<file path="config.mk">
export PLATFORM = sky130hd
export DESIGN_NAME = if_fetch
export DESIGN_NICKNAME = d
export VERILOG_FILES = /design/src/rtl/if_pkg.sv /design/src/rtl/if_fetch_queue.sv /design/src/rtl/if_fetch.sv
export SDC_FILE = /design/constraint.sdc
export NUM_CORES = 1
export LEC_CHECK = 0
export CELL_PAD_IN_SITES_DETAIL_PLACEMENT = 1
export CELL_PAD_IN_SITES_GLOBAL_PLACEMENT = 2
export CORE_ASPECT_RATIO = 1.25
export CORE_MARGIN = 2
export CORE_UTILIZATION = 36
export CTS_BUF_LIST = sky130_fd_sc_hd__clkbuf_8
export DETAILED_ROUTE_END_ITERATION = 10
export GPL_TIMING_DRIVEN = 0
export PLACE_DENSITY_LB_ADDON = 0.1
export SYNTH_ARGS = -nofsm -noshare
export SYNTH_HDL_FRONTEND = slang
export SYNTH_SLANG_ARGS = --single-unit
</file>
<file path="constraint.sdc">
create_clock -name clk -period 6.15 [get_ports clk]
set_input_delay 1.23 -clock clk [delete_from_list [all_inputs] [get_ports clk]]
set_output_delay 1.23 -clock clk [all_outputs]
set_load 0.05 [all_outputs]
</file>
<file path="src/rtl/if_pkg.sv">
// Shared types and constants for the instruction-fetch stage.
package if_pkg;

  localparam int          INSTR_W = 32;
  localparam logic [31:0] PC_INC  = 32'd4;

  typedef struct packed {
    logic [31:0]        pc;
    logic [INSTR_W-1:0] instr;
  } fetch_entry_t;

  // Fetch addresses are always word aligned; low two bits are dropped.
  function automatic logic [31:0] align_pc(input logic [31:0] addr);
    return addr & 32'hFFFF_FFFC;
  endfunction

endpackage

</file>
<file path="src/rtl/if_fetch_queue.sv">
// Small synchronous FIFO of fetch entries with flush; DEPTH must be a power of two >= 2.
module if_fetch_queue
  import if_pkg::*;
#(
  parameter int DEPTH = 2,
  localparam int PW = $clog2(DEPTH),
  localparam int CW = PW + 1
) (
  input  logic         clk,
  input  logic         rst_n,
  input  logic         push,
  input  logic         pop,
  input  logic         flush,
  input  fetch_entry_t din,
  output logic [CW-1:0] count,
  output fetch_entry_t head
);

  fetch_entry_t      mem_r [DEPTH];
  logic [PW-1:0]     rd_ptr_r;
  logic [PW-1:0]     wr_ptr_r;
  logic [CW-1:0]     count_r;

  // Storage, pointers and occupancy; a flush wins over any push or pop.
  always_ff @(posedge clk or negedge rst_n) begin
    if (!rst_n) begin
      rd_ptr_r <= {PW{1'b0}};
      wr_ptr_r <= {PW{1'b0}};
      count_r  <= {CW{1'b0}};
      for (int i = 0; i < DEPTH; i++) begin
        mem_r[i] <= '0;
      end
    end else if (flush) begin
      rd_ptr_r <= {PW{1'b0}};
      wr_ptr_r <= {PW{1'b0}};
      count_r  <= {CW{1'b0}};
    end else begin
      if (push) begin
        mem_r[wr_ptr_r] <= din;
        wr_ptr_r        <= wr_ptr_r + PW'(1'b1);
      end
      if (pop) begin
        rd_ptr_r <= rd_ptr_r + PW'(1'b1);
      end
      count_r <= count_r + CW'(push) - CW'(pop);
    end
  end

  assign count = count_r;
  assign head  = mem_r[rd_ptr_r];

endmodule

</file>
<file path="src/rtl/if_fetch.sv">
// Instruction-fetch stage: PC, redirect handling and a fetch queue toward decode.
// Optional misaligned-redirect flag enabled by defining IF_ALIGN_CHECK_EN.
module if_fetch
  import if_pkg::*;
#(
  parameter logic [31:0] RESET_PC = 32'h0000_0000,
  parameter int          QDEPTH   = 2
) (
  input  logic               clk,
  input  logic               rst_n,
  output logic [31:0]        im_addr,
  input  logic [INSTR_W-1:0] im_data,
  input  logic               redirect,
  input  logic [31:0]        redirect_pc,
  output logic               id_valid,
  input  logic               id_ready,
  output logic [INSTR_W-1:0] id_instr,
  output logic [31:0]        id_pc,
  output logic [31:0]        id_pc4,
  output logic               misalign
);

  localparam int CW = $clog2(QDEPTH) + 1;

  logic [31:0]   pc_r;
  logic [CW-1:0] count_s;
  logic          space_s;
  logic          pop_s;
  logic          push_s;
  fetch_entry_t  din_s;
  fetch_entry_t  head_s;

  assign im_addr  = pc_r;
  assign id_valid = (count_s != {CW{1'b0}});
  assign space_s  = (count_s < CW'(QDEPTH));
  assign pop_s    = id_valid & id_ready;
  // A full queue still accepts a push when decode drains the head this cycle.
  assign push_s   = ~redirect & (space_s | pop_s);

  assign din_s.pc    = pc_r;
  assign din_s.instr = im_data;

  // Program counter: redirect has priority, otherwise advance on each push.
  always_ff @(posedge clk or negedge rst_n) begin
    if (!rst_n) begin
      pc_r <= RESET_PC;
    end else if (redirect) begin
      pc_r <= align_pc(redirect_pc);
    end else if (push_s) begin
      pc_r <= pc_r + PC_INC;
    end else begin
      pc_r <= pc_r;
    end
  end

  if_fetch_queue #(
    .DEPTH (QDEPTH)
  ) u_queue (
    .clk   (clk),
    .rst_n (rst_n),
    .push  (push_s),
    .pop   (pop_s),
    .flush (redirect),
    .din   (din_s),
    .count (count_s),
    .head  (head_s)
  );

  assign id_instr = head_s.instr;
  assign id_pc    = head_s.pc;
  assign id_pc4   = id_valid ? (head_s.pc + PC_INC) : 32'h0000_0000;

`ifdef IF_ALIGN_CHECK_EN
  logic misalign_r;

  // Sticky until reset once any redirect target is not word aligned.
  always_ff @(posedge clk or negedge rst_n) begin
    if (!rst_n) begin
      misalign_r <= 1'b0;
    end else if (redirect && (redirect_pc[1:0] != 2'b00)) begin
      misalign_r <= 1'b1;
    end else begin
      misalign_r <= misalign_r;
    end
  end

  assign misalign = misalign_r;
`else
  assign misalign = 1'b0;
`endif

endmodule

</file>
==> impl_metrics.env <==
export IMPL_synth_top_family_by_area="multiplexers"
export IMPL_synthMuxAreaShare_pct=25.5
export IMPL_drt_total_wl_um=24800
export IMPL_rr_worst_depth=6
export IMPL_die_area_um2=24200
export IMPL_min_path_cells=1
export IMPL_antenna_left=0
export IMPL_vias=6360
export IMPL_io_pins=198
export IMPL_synth_xor_area_share_pct=4.66
export IMPL_synth_most_common_cell="mux2_2"
export IMPL_grt_pass1_vias=7067
export IMPL_synthArstFlopShare_pct=100
export IMPL_cp_cell_sequence="buf_6 -> buf_6 -> buf_2 -> buf_4 -> buf_2 -> mux2_2 -> ha_1 -> inv_1 -> a211oi_4 -> nand4_4 -> or4_1 -> nand2_1 -> dlygate4sd2_1"
export IMPL_rows=62
export IMPL_antenna_cells=0
export IMPL_clock_latency_ns=0.46
export IMPL_cp_top_family="buffers and inverters"
export IMPL_io_buffers=188
export IMPL_htree_levels=4
export IMPL_peakVddDrop_uv=311
export IMPL_powerDensity_nw_per_um2=541
export IMPL_fmax_mhz=173
export IMPL_cts_root_buf="clkbuf_8"
export IMPL_crit_slowest_cell="dlygate4sd2_1"
export IMPL_syn_inst=708
export IMPL_wl_per_cell_um=20.3
export IMPL_drv_cap=0
export IMPL_start_util_pct=36.3
export IMPL_synth_top_cells_by_count="179 x mux2_2, 158 x dfrtp_1, 47 x nand2_1"
export IMPL_maxSlewHeadroom_pct=47.1
export IMPL_fin_skew_ns=0.0108
export IMPL_synth_compound_area_share_pct=5.34
export IMPL_critPathCaptureType="output port"
export IMPL_ys_flop_type="dfrtp_1"
export IMPL_netlist_top_cells_area="dfrtp_1 48%, mux2_2 24%, xnor2_1 3.7%"
export IMPL_cpPeakStageDelay_ns=0.52
export IMPL_cts_hold_buf=0
export IMPL_worst_setup_path_start_kind="flop"
export IMPL_hpwl_um=18900
export IMPL_p_total_w=0.00591
export IMPL_r2r_slack_ns=3.96
export IMPL_cp_data_arrival_time_ns=4.55
export IMPL_die_h_um=173
export IMPL_finalCritPeriodShare_pct=93.9
export IMPL_cts_inserted_buffers=17
export IMPL_status="complete, no violations"
export IMPL_slew_violations=0
export IMPL_n_fill_cell=2487
export IMPL_worstHoldStart="u_queue.mem_r[26]"
export IMPL_hp_class="flop to flop"
export IMPL_antenna_found_initial=2
export IMPL_cts_sinks=158
export IMPL_clkSlewWorstSetupHoldPaths_ns=0.09
export IMPL_synth_top_area_share_pct=47.8
export IMPL_pre_cts_ws_ns=0.321
export IMPL_coreArea_um2=22800
export IMPL_worst_slew_pin_slew_ns=0.789
export IMPL_gp_congestion=0.785
export IMPL_yosys_area_share_simple_pct=12.2
export IMPL_viasPerCell=5.20
export IMPL_drc=0
export IMPL_drive_gt1_share_pct=27.4
export IMPL_worstPathRequired_ns=4.92
export IMPL_grt_max_degree=102
export IMPL_r2r_start="im_addr[4]"
export IMPL_synth_edff_count=0
export IMPL_finalHoldViolations=0
export IMPL_yosysWarnings=0
export IMPL_clock_path_buffers=2
export IMPL_drt_initial_drc_count=189
export IMPL_tritoncts="built"
export IMPL_stdcell_area_um2=10900
export IMPL_cp_max_fo=10
export IMPL_ys_seq_area_share_pct=47.8
export IMPL_synth_avg_cell_area_um2=11.7
export IMPL_holdPathEnd="u_queue.mem_r[26]"
export IMPL_synth_seq_cells=158
export IMPL_setup_tns_final_ns=0
export IMPL_dpl_instance_area_um2=10600
export IMPL_path_buf_inv=7
export IMPL_rsz0062_at_grt="no"
export IMPL_ys_types=48
export IMPL_die_w_um=140
export IMPL_grt_pass1_wl_um=38900
export IMPL_synth_area_um2=8270
export IMPL_synthAdderAreaFrac_pct=0.605
export IMPL_setup_ws_ns=0.374
export IMPL_worstReg2RegEnd="im_addr[23]"
export IMPL_globalRouteTotalUtil_pct=20.6
export IMPL_setup_viol=0
export IMPL_critPathKind="flop to output port"
export IMPL_leakage_nw=4.41
export IMPL_synth_top_area_cell="dfrtp_1"
export IMPL_final_nets=994
export IMPL_area_growth_pct=32.0
export IMPL_gr_total_overflow=0
export IMPL_fin_crit_ns=5.78
export IMPL_firstDrtPassIters=6
## worst max-delay path by stage
stage / from / end / slack (ns) / cells past startpoint
6_report: u_queue.rd_ptr_r / id_pc4[30] / 0.37 / 13
4_1_cts: u_queue.rd_ptr_r / id_pc4[18] / 0.009 / 13
5_1_grt: u_queue.rd_ptr_r / id_pc4[24] / 0.12 / 13
2_1_floorplan: u_queue.rd_ptr_r / id_pc4[24] / 1.27 / 12
3_3_place_gp: rst_n / u_queue.mem_r[120] / -2.44 / 1
3_5_place_dp: u_queue.rd_ptr_r / id_pc4[30] / 0.32 / 13
## area by class of cell
cell class,instances,area (µm²),area share (%)
multi-input combinational,493,4030,36.9
sequential,158,3950,36.2
timing repair buffer,189,1910,17.5
tap,288,360,3.30
buffer,46,255,2.34
clock buffer,17,234,2.14
clock inverter,14,120,1.10
inverter,17,63.8,0.584
## per-stage QoR
step           util, %  instances  hold slack (ns)
3_3_place_gp      46.2       1190            0.483
4_1_cts           47.9       1222            0.514
6_report          47.9       1222            0.509
5_1_grt           47.9       1222            0.530
2_1_floorplan        -        714            0.475
3_5_place_dp      46.3       1191            0.492
## timing repair
item | 4_1_cts | 5_1_grt
resized for setup | 6 | 1
buffers inserted | 0 | 0
endpoints found under the setup margin | 6 | 1
## sequential cells by signal, summed over array words and instances (netlist names)
| name | count |
|---|---|
| im_addr | 30 |
| u_queue.count | 2 |
| u_queue.mem_r | 124 |
| u_queue.rd_ptr_r | 1 |
| u_queue.wr_ptr_r | 1 |
## per-layer routing
layer | GRT usage, % | vias up | share of wire [%] | wire (µm)
met1 | 23.4 | 3181 | 39 | 9760
met4 | 6.71 | 4 | 2.1 | 531
met2 | 38.1 | 175 | 53 | 13200
met5 | 0 | - | 0.097 | 24
met3 | 4.83 | 39 | 5.3 | 1320
li1 | - | 2961 | - | -
## kinds of logic (layout without fill, tap and decap cells)
| kind of cell | Yosys count | in the layout |
|---|---|---|
| compound gates | 71 | 71 |
| xor+xnor | 44 | 44 |
| fa+ha+maj | 4 | 4 |
| buf+inv | 63 | 283 |
| flops | 158 | 158 |
| mux | 188 | 188 |
| other cells | 1 | 7 |
| simple gates | 179 | 179 |
## layout by cell type (no fill, tap or decap), types with 5 or more instances in the layout
master	instances
conb_1	7
nand3b_1	7
mux2_2	179
clkbuf_8	17
mux2i_1	8
nand3_1	22
dfrtp_1	158
nand4_1	14
buf_2	18
dlygate4sd2_1	5
nand2_1	47
inv_1	19
clkbuf_1	15
xor2_1	9
nor3_1	10
buf_4	10
clkdlybuf4s50_1	181
nor4_1	13
clkinvlp_4	5
and4_1	6
o21ai_0	39
nor2_1	22
or3_1	8
a21oi_1	15
xnor2_1	35
## where the power goes
group / internal (W) / switching, W / leakage (nW) / total [W]
Combinational: 0.00132 / 0.00214 / 2.34 / 0.00346
Clock: 0.000316 / 0.000397 / 0.173 / 0.000713
Sequential: 0.00143 / 0.000311 / 1.90 / 0.00174
Total: 0.00306 / 0.00285 / 4.41 / 0.00591
No activity file was read; power rests on OpenSTA's default activity.
